`config.mk`:
```
export PLATFORM = sky130hd
export DESIGN_NAME = mem_write_arbi_rr
export DESIGN_NICKNAME = d
export VERILOG_FILES = /design/src/rtl/mem_arbi_pkg.sv /design/src/rtl/rr_arbiter.sv /design/src/rtl/mem_write_arbi_rr.sv
export SDC_FILE = /design/constraint.sdc
export NUM_CORES = 1
export LEC_CHECK = 0
export CAP_MARGIN = 40
export CELL_PAD_IN_SITES_DETAIL_PLACEMENT = 0
export CELL_PAD_IN_SITES_GLOBAL_PLACEMENT = 1
export CORE_AREA = 2 2 188 190
export CTS_BUF_LIST = sky130_fd_sc_hd__clkbuf_4
export DETAILED_ROUTE_END_ITERATION = 12
export DIE_AREA = 0 0 190 192
export GPL_ROUTABILITY_DRIVEN = 0
export PLACE_DENSITY = 0.72
export SKIP_CTS_REPAIR_TIMING = 1
export SLEW_MARGIN = 20
export SYNTH_ARGS = -nofsm -noshare
export SYNTH_HDL_FRONTEND = slang
export SYNTH_HIERARCHICAL = 1
export SYNTH_SLANG_ARGS = --single-unit
```
`constraint.sdc`:
```
create_clock -name mem_clk -period 5.4 [get_ports mem_clk]
set_clock_uncertainty 0.2 [all_clocks]
set_input_delay 1.08 -clock mem_clk [delete_from_list [all_inputs] [get_ports mem_clk]]
set_output_delay 1.08 -clock mem_clk [all_outputs]
set_load 0.05 [all_outputs]
```
`src/rtl/mem_arbi_pkg.sv`:
```
// Shared definitions for the memory-side burst arbiters: FSM state encoding
// and the priority-mode constants used by both the write and read variants.
package mem_arbi_pkg;

    typedef enum logic [2:0] {
        ST_IDLE  = 3'd0,
        ST_ARB   = 3'd1,
        ST_BEGIN = 3'd2,
        ST_WRITE = 3'd3,
        ST_END   = 3'd4
    } arb_state_t;

    // Values accepted by the PRIO_MODE parameter of the arbiter tops.
    localparam int PRIO_RR    = 0;
    localparam int PRIO_FIXED = 1;

    // One-bit mode selector carried into the arbitration sub-module.
    localparam logic MODE_RR    = 1'b0;
    localparam logic MODE_FIXED = 1'b1;

endpackage

```
`src/rtl/rr_arbiter.sv`:
```
// Combinational channel picker. Given the eligible vector it returns a one-hot
// winner, searching either from the round-robin pointer (wrapping) or from
// channel 0 (fixed priority). The parent registers the result.
module rr_arbiter
    import mem_arbi_pkg::*;
#(
    parameter int CH_NUM = 6,
    parameter int PTR_W  = 3
) (
    input  logic [CH_NUM-1:0] i_eligible,
    input  logic [PTR_W-1:0]  i_rr_ptr,
    input  logic              i_mode,
    output logic [CH_NUM-1:0] o_winner
);

    logic [CH_NUM-1:0] w_rot;
    logic [CH_NUM-1:0] w_iso_rr;
    logic [CH_NUM-1:0] w_win_rr;
    logic [CH_NUM-1:0] w_win_fixed;

    // Rotate the request vector so the pointer channel sits at bit 0; the
    // lowest set bit of the rotated vector is then the round-robin winner.
    assign w_rot    = CH_NUM'({i_eligible, i_eligible} >> i_rr_ptr);
    assign w_iso_rr = w_rot & (-w_rot);

    // Rotate the isolated bit back into channel numbering.
    assign w_win_rr = CH_NUM'(({w_iso_rr, w_iso_rr} << i_rr_ptr) >> CH_NUM);

    // Fixed priority is simply the lowest set bit of the unrotated vector.
    assign w_win_fixed = i_eligible & (-i_eligible);

    assign o_winner = (i_mode == MODE_FIXED) ? w_win_fixed : w_win_rr;

endmodule

```
`src/rtl/mem_write_arbi_rr.sv`:
```
// Write-side burst arbiter: multiplexes CH_NUM write channels onto a single
// memory-controller burst interface, with round-robin or fixed priority and a
// per-burst watchdog that aborts bursts the controller never finishes.
module mem_write_arbi_rr
    import mem_arbi_pkg::*;
#(
    parameter int MEM_DATA_BITS  = 32,
    parameter int ADDR_BITS      = 23,
    parameter int BURST_BITS     = 10,
    parameter int CH_NUM         = 6,
    parameter int PRIO_MODE      = 0,
    parameter int TIMEOUT_CYCLES = 8000
) (
    input  logic                            mem_clk,
    input  logic                            rst_n,

    input  logic [CH_NUM-1:0]               ch_wr_burst_req,
    input  logic [CH_NUM*BURST_BITS-1:0]    ch_wr_burst_len,
    input  logic [CH_NUM*ADDR_BITS-1:0]     ch_wr_burst_addr,
    input  logic [CH_NUM*MEM_DATA_BITS-1:0] ch_wr_burst_data,
    output logic [CH_NUM-1:0]               ch_wr_burst_data_req,
    output logic [CH_NUM-1:0]               ch_wr_burst_finish,

    output logic                            wr_burst_req,
    output logic [BURST_BITS-1:0]           wr_burst_len,
    output logic [ADDR_BITS-1:0]            wr_burst_addr,
    input  logic                            wr_burst_data_req,
    output logic [MEM_DATA_BITS-1:0]        wr_burst_data,
    input  logic                            wr_burst_finish,

    output logic [CH_NUM-1:0]               grant,
    output logic                            timeout_pulse
);

    localparam int PTR_W = (CH_NUM > 1) ? $clog2(CH_NUM) : 1;
    localparam int CNT_W = (TIMEOUT_CYCLES > 2) ? $clog2(TIMEOUT_CYCLES) : 1;
    localparam logic [CNT_W-1:0] LP_TO_LAST = CNT_W'(TIMEOUT_CYCLES - 1);
    localparam logic [PTR_W-1:0] LP_PTR_LAST = PTR_W'(CH_NUM - 1);
    localparam logic LP_MODE = (PRIO_MODE == PRIO_FIXED) ? MODE_FIXED : MODE_RR;

    arb_state_t             r_state;
    logic [CH_NUM-1:0]      r_grant;
    logic [PTR_W-1:0]       r_rr_ptr;
    logic [CNT_W-1:0]       r_wd_cnt;
    logic                   r_wr_burst_req;
    logic [BURST_BITS-1:0]  r_wr_burst_len;
    logic [ADDR_BITS-1:0]   r_wr_burst_addr;
    logic                   r_timeout_pulse;

    logic [CH_NUM-1:0]      w_eligible;
    logic [CH_NUM-1:0]      w_winner;
    logic [PTR_W-1:0]       w_grant_idx;
    logic [PTR_W-1:0]       w_next_ptr;

    // OR-reduction chains that select the granted channel's fields.
    logic [BURST_BITS-1:0]    w_len_or  [0:CH_NUM];
    logic [ADDR_BITS-1:0]     w_addr_or [0:CH_NUM];
    logic [MEM_DATA_BITS-1:0] w_data_or [0:CH_NUM];
    logic [PTR_W-1:0]         w_idx_or  [0:CH_NUM];

    assign w_len_or[0]  = '0;
    assign w_addr_or[0] = '0;
    assign w_data_or[0] = '0;
    assign w_idx_or[0]  = '0;

    // Per-channel eligibility (a zero-length request is never served) and
    // one-hot selection of the granted channel's length, address and data.
    for (genvar g = 0; g < CH_NUM; g++) begin : g_ch
        assign w_eligible[g] = ch_wr_burst_req[g] &&
                               (ch_wr_burst_len[g*BURST_BITS +: BURST_BITS] != '0);
        assign w_len_or[g+1]  = w_len_or[g] |
                                (r_grant[g] ? ch_wr_burst_len[g*BURST_BITS +: BURST_BITS] : '0);
        assign w_addr_or[g+1] = w_addr_or[g] |
                                (r_grant[g] ? ch_wr_burst_addr[g*ADDR_BITS +: ADDR_BITS] : '0);
        assign w_data_or[g+1] = w_data_or[g] |
                                (r_grant[g] ? ch_wr_burst_data[g*MEM_DATA_BITS +: MEM_DATA_BITS] : '0);
        assign w_idx_or[g+1]  = w_idx_or[g] | (r_grant[g] ? PTR_W'(g) : '0);
    end

    assign w_grant_idx = w_idx_or[CH_NUM];
    assign w_next_ptr  = (w_grant_idx == LP_PTR_LAST) ? '0 : w_grant_idx + 1'b1;

    rr_arbiter #(
        .CH_NUM (CH_NUM),
        .PTR_W  (PTR_W)
    ) u_rr_arbiter (
        .i_eligible (w_eligible),
        .i_rr_ptr   (r_rr_ptr),
        .i_mode     (LP_MODE),
        .o_winner   (w_winner)
    );

    // Burst sequencing FSM: pick a channel, issue its request, watch the data
    // phase with the watchdog, then hand the bus back and advance the pointer.
    always_ff @(posedge mem_clk) begin
        if (!rst_n) begin
            r_state         <= ST_IDLE;
            r_grant         <= '0;
            r_rr_ptr        <= '0;
            r_wd_cnt        <= '0;
            r_wr_burst_req  <= 1'b0;
            r_wr_burst_len  <= '0;
            r_wr_burst_addr <= '0;
            r_timeout_pulse <= 1'b0;
        end else begin
            r_timeout_pulse <= 1'b0;
            case (r_state)
                ST_IDLE: begin
                    r_state <= ST_ARB;
                end
                ST_ARB: begin
                    if (|w_winner) begin
                        r_grant  <= w_winner;
                        r_wd_cnt <= '0;
                        r_state  <= ST_BEGIN;
                    end
                end
                ST_BEGIN: begin
                    r_wr_burst_len  <= w_len_or[CH_NUM];
                    r_wr_burst_addr <= w_addr_or[CH_NUM];
                    r_wr_burst_req  <= 1'b1;
                    r_state         <= ST_WRITE;
                end
                ST_WRITE: begin
                    if (wr_burst_data_req) begin
                        r_wr_burst_req <= 1'b0;
                    end
                    if (wr_burst_finish) begin
                        r_state <= ST_END;
                    end else if (r_wd_cnt == LP_TO_LAST) begin
                        r_state         <= ST_ARB;
                        r_timeout_pulse <= 1'b1;
                        r_wr_burst_req  <= 1'b0;
                        r_grant         <= '0;
                        r_rr_ptr        <= w_next_ptr;
                    end else begin
                        r_wd_cnt <= r_wd_cnt + 1'b1;
                    end
                end
                ST_END: begin
                    r_wr_burst_req <= 1'b0;
                    r_grant        <= '0;
                    r_rr_ptr       <= w_next_ptr;
                    r_state        <= ST_ARB;
                end
                default: begin
                    r_state <= ST_IDLE;
                end
            endcase
        end
    end

    assign grant         = r_grant;
    assign wr_burst_req  = r_wr_burst_req;
    assign wr_burst_len  = r_wr_burst_len;
    assign wr_burst_addr = r_wr_burst_addr;
    assign timeout_pulse = r_timeout_pulse;

    assign wr_burst_data        = (r_state == ST_WRITE) ? w_data_or[CH_NUM] : '0;
    assign ch_wr_burst_data_req = (r_state == ST_WRITE && wr_burst_data_req) ? r_grant : '0;
    assign ch_wr_burst_finish   = (r_state == ST_END) ? r_grant : '0;

endmodule

```
==> run summary <==
Status = completed
Top FF cell, synth = dfxtp_1
Final setup fails = 0
Crit. End Element = flop
Largest family of logic cells by synthesized area = compound AO/OA/AOI/OAI gates
RSZ-0062 raised after global routing = no
Min Tclk post-route = 4.96 ns
Fillers = 3595
Reg-to-reg startpoint = r_rr_ptr[0]
HPWL Detailed = 28800 µm
Worst-Margin Slew = 0.773 ns
DRC viols = 0
Adder-cell share of the synthesized area = 0.00223
CP max-delay cell = or4_4
Top cells by area, synth = dfxtp_1, a22oi_1, a31oi_1
Mapped Area = 5610 µm²
Starting Density = 0.164
Num Clock Sinks = 60
Die Y = 192 µm
Synth top area share = 0.214
Final setup margin = 0.442 ns
Cell Chain, Critical Path = clkdlybuf4s50_1 -> nor4_1 -> buf_4 -> a31oi_1 -> mux2i_1 -> mux4_2 -> nand3b_1 -> buf_4 -> nor3_1 -> a211oi_1 -> o41ai_2 -> or4_4 -> o311ai_4 -> nand2_2 -> a21oi_1
Global-route wire length before repair = 52100 µm
Total chip power = 0.00159 W
Number of synthesized register bits = 60
Die width = 190 µm
CTS H-tree lvls = 3
Post-Synth Simple-Gate Area = 0.163
Buf/Inv on CP = 3
Max cap viols = 0
GRT overflow = 0
Boundary Pins = 485
Post-synthesis xor/xnor area fraction = 0.00624
Worst Setup SP = ch_wr_burst_len[50]
Fraction of layout cells with a size suffix above 1 = 0.0680
Clk buf depth = 2
Finished Core Util = 0.325
CTS buffer count = 9
Buffers on Ports = 484
Skew-Pair Late Insertion Delay = 0.43 ns
Routed vias/inst = 5.02
Final Hold Vio Count = 0
Syn avg cell area = 7.80 µm²
Leakage power = 3.51 nW
Crit path largest cell delay = 0.59 ns
Min-delay src = r_wd_cnt[11]
Mux cell area share after synthesis = 0.0399
Delay-heaviest family, CP = compound AO/OA/AOI/OAI gates
GRT Overall Usage = 0.189
Fin Hold WS = 0.289 ns
Compound-Gate Fraction of Synth Area = 0.498
Area growth, synth to finish = 98.4%
Die area = 36500 µm²
Drt first pass iters = 5
Distinct cell type count after synthesis = 72
Area leader, netlist = dfxtp_1
Final #Nets = 1572
Post-synthesis sequential area ratio = 0.214
CTS tree = built
Avg WL per Cell = 22.3 µm
Via count = 8190
Setup WS pre-CTS = 0.0374 ns
Routed WL = 36300 µm
Synthesized netlist cell count = 720
Root buffer cell = clkbuf_4
Pins Over Slew Limit = 0
PD cells = 143 nW/µm²
Clock transition at path regs = 0.11 ns
Core Area = 34300 µm²
Setup TNS = 0 ns
CP required = 5.56 ns
# rows = 68
Worst VDD drop = 0.0000856 V
YS warnings = 6
Largest net degree at the start of global routing = 67
Startpoint Class = primary input
Ys async rst share = 0
Post-synth EDFFs = 0
Final ANT Viol Nets = 0
Vias in the first global route = 8161
Fmax = 0.202 GHz
Hold crit path type = reg2reg
Crit path kind = in2reg
Final period utilization = 0.918
Most used cell along the critical path = buf_4
Initial antenna violation count = 5
First DRT Iteration DRCs = 562
Crit path max fanout = 12
Relative slew slack = 0.485
Worst endpoint data arrival time = 5.11 ns
[flip-flops by register name (all words and copies together), names as in the netlist]
register	count
wr_burst_len	10
wr_burst_addr	23
grant	6
r_rr_ptr	3
wr_burst_req	1
r_wd_cnt	13
timeout_pulse	1
r_state	3
[metal layers]
metal  track usage  part of all wire  vias up
met5             0            0.0012        -
met3        0.0420             0.066       37
li1              -                 -     3874
met2         0.341              0.50      338
met4        0.0468             0.018        6
met1         0.227              0.41     3935
[logic make-up after synthesis]
logic type,after synthesis
muxes,20
other,1
DFF,60
xor gates and xnor gates,4
AOI/OAI and AO/OA,383
buffers and inverters,94
adders and majority gates,1
and+or+nand+nor,157
[through the flow]
| step | instances | cell area, µm² |
|---|---|---|
| 6_report | 1633 | 11100 |
| 5_1_grt | 1633 | 11100 |
| 4_1_cts | 1631 | 11100 |
| 3_5_place_dp | 1615 | 11000 |
| 3_3_place_gp | 1611 | 10900 |
| 2_1_floorplan | 726 | 5640 |
[worst paths after layout]
kind,to,slack (ns),cells after the start
min,r_wd_cnt[11],0.29,2
min reg2reg,r_wd_cnt[11],0.29,2
max,r_wd_cnt[4],0.44,15
max reg2reg,r_wd_cnt[4],1.49,11
[cell type report]
cell class,instances,area [µm²],share of cell area
clock inverters,6,55.1,0.00494
multi-input cells,572,4010,0.360
flip-flops and latches,60,1220,0.110
clock buffers,10,75.1,0.00674
repair buffers,516,5150,0.462
inverters,12,45.0,0.00405
well taps,455,569,0.0511
diodes,2,5.00,0.000450
[power by group]
part           internal, W  leakage (nW)  total [W]  switching, W
logic             0.000406          2.94   0.000741      0.000336
clock network     0.000142        0.0713   0.000337      0.000196
registers         0.000472         0.492   0.000512     0.0000401
total              0.00102          3.51    0.00159      0.000572
[worst reg2reg max path, delay by kind of cell, from the launching register on]
kind,cells,cell delay [ns]
DFF,1,0.68
and+or+nand+nor,4,1.03
muxes,1,0.55
buffers and inverters,2,0.51
AOI/OAI and AO/OA,4,0.85
[layout by cell type, fill, tap and decap left out, types with 4 or more instances in the layout]
cell type / n
a22oi_1: 135
and3_1: 10
nor2b_1: 4
inv_1: 11
mux2i_1: 12
conb_1: 7
a31oi_1: 74
a22o_1: 35
nor2_1: 25
a21oi_1: 18
dfxtp_1: 54
mux2_2: 6
nand3b_1: 8
a221oi_1: 33
nand4_1: 6
o211ai_1: 5
dfxtp_4: 6
nor3_1: 6
or4_1: 8
o31ai_1: 8
nor4_1: 16
nand3_1: 10
nand2_1: 25
o21ai_0: 44
and2_1: 7
buf_4: 27
nand2b_1: 9
clkbuf_4: 10
clkdlybuf4s50_1: 483
[Yosys cell counts, types with 9 or more instances]
master and n:
o21ai_0 44, clkbuf_1 54, a22o_1 35, nor2_1 25, a22oi_1 135, inv_1 11
mux2i_1 12, dfxtp_1 60, a221oi_1 33, a21oi_1 18, buf_1 11, nand3_1 10
and3_1 10, nand2_1 25, nand2b_1 9, a31oi_1 74, nor4_1 16
Note: power is estimated with default switching activity, not from simulation.
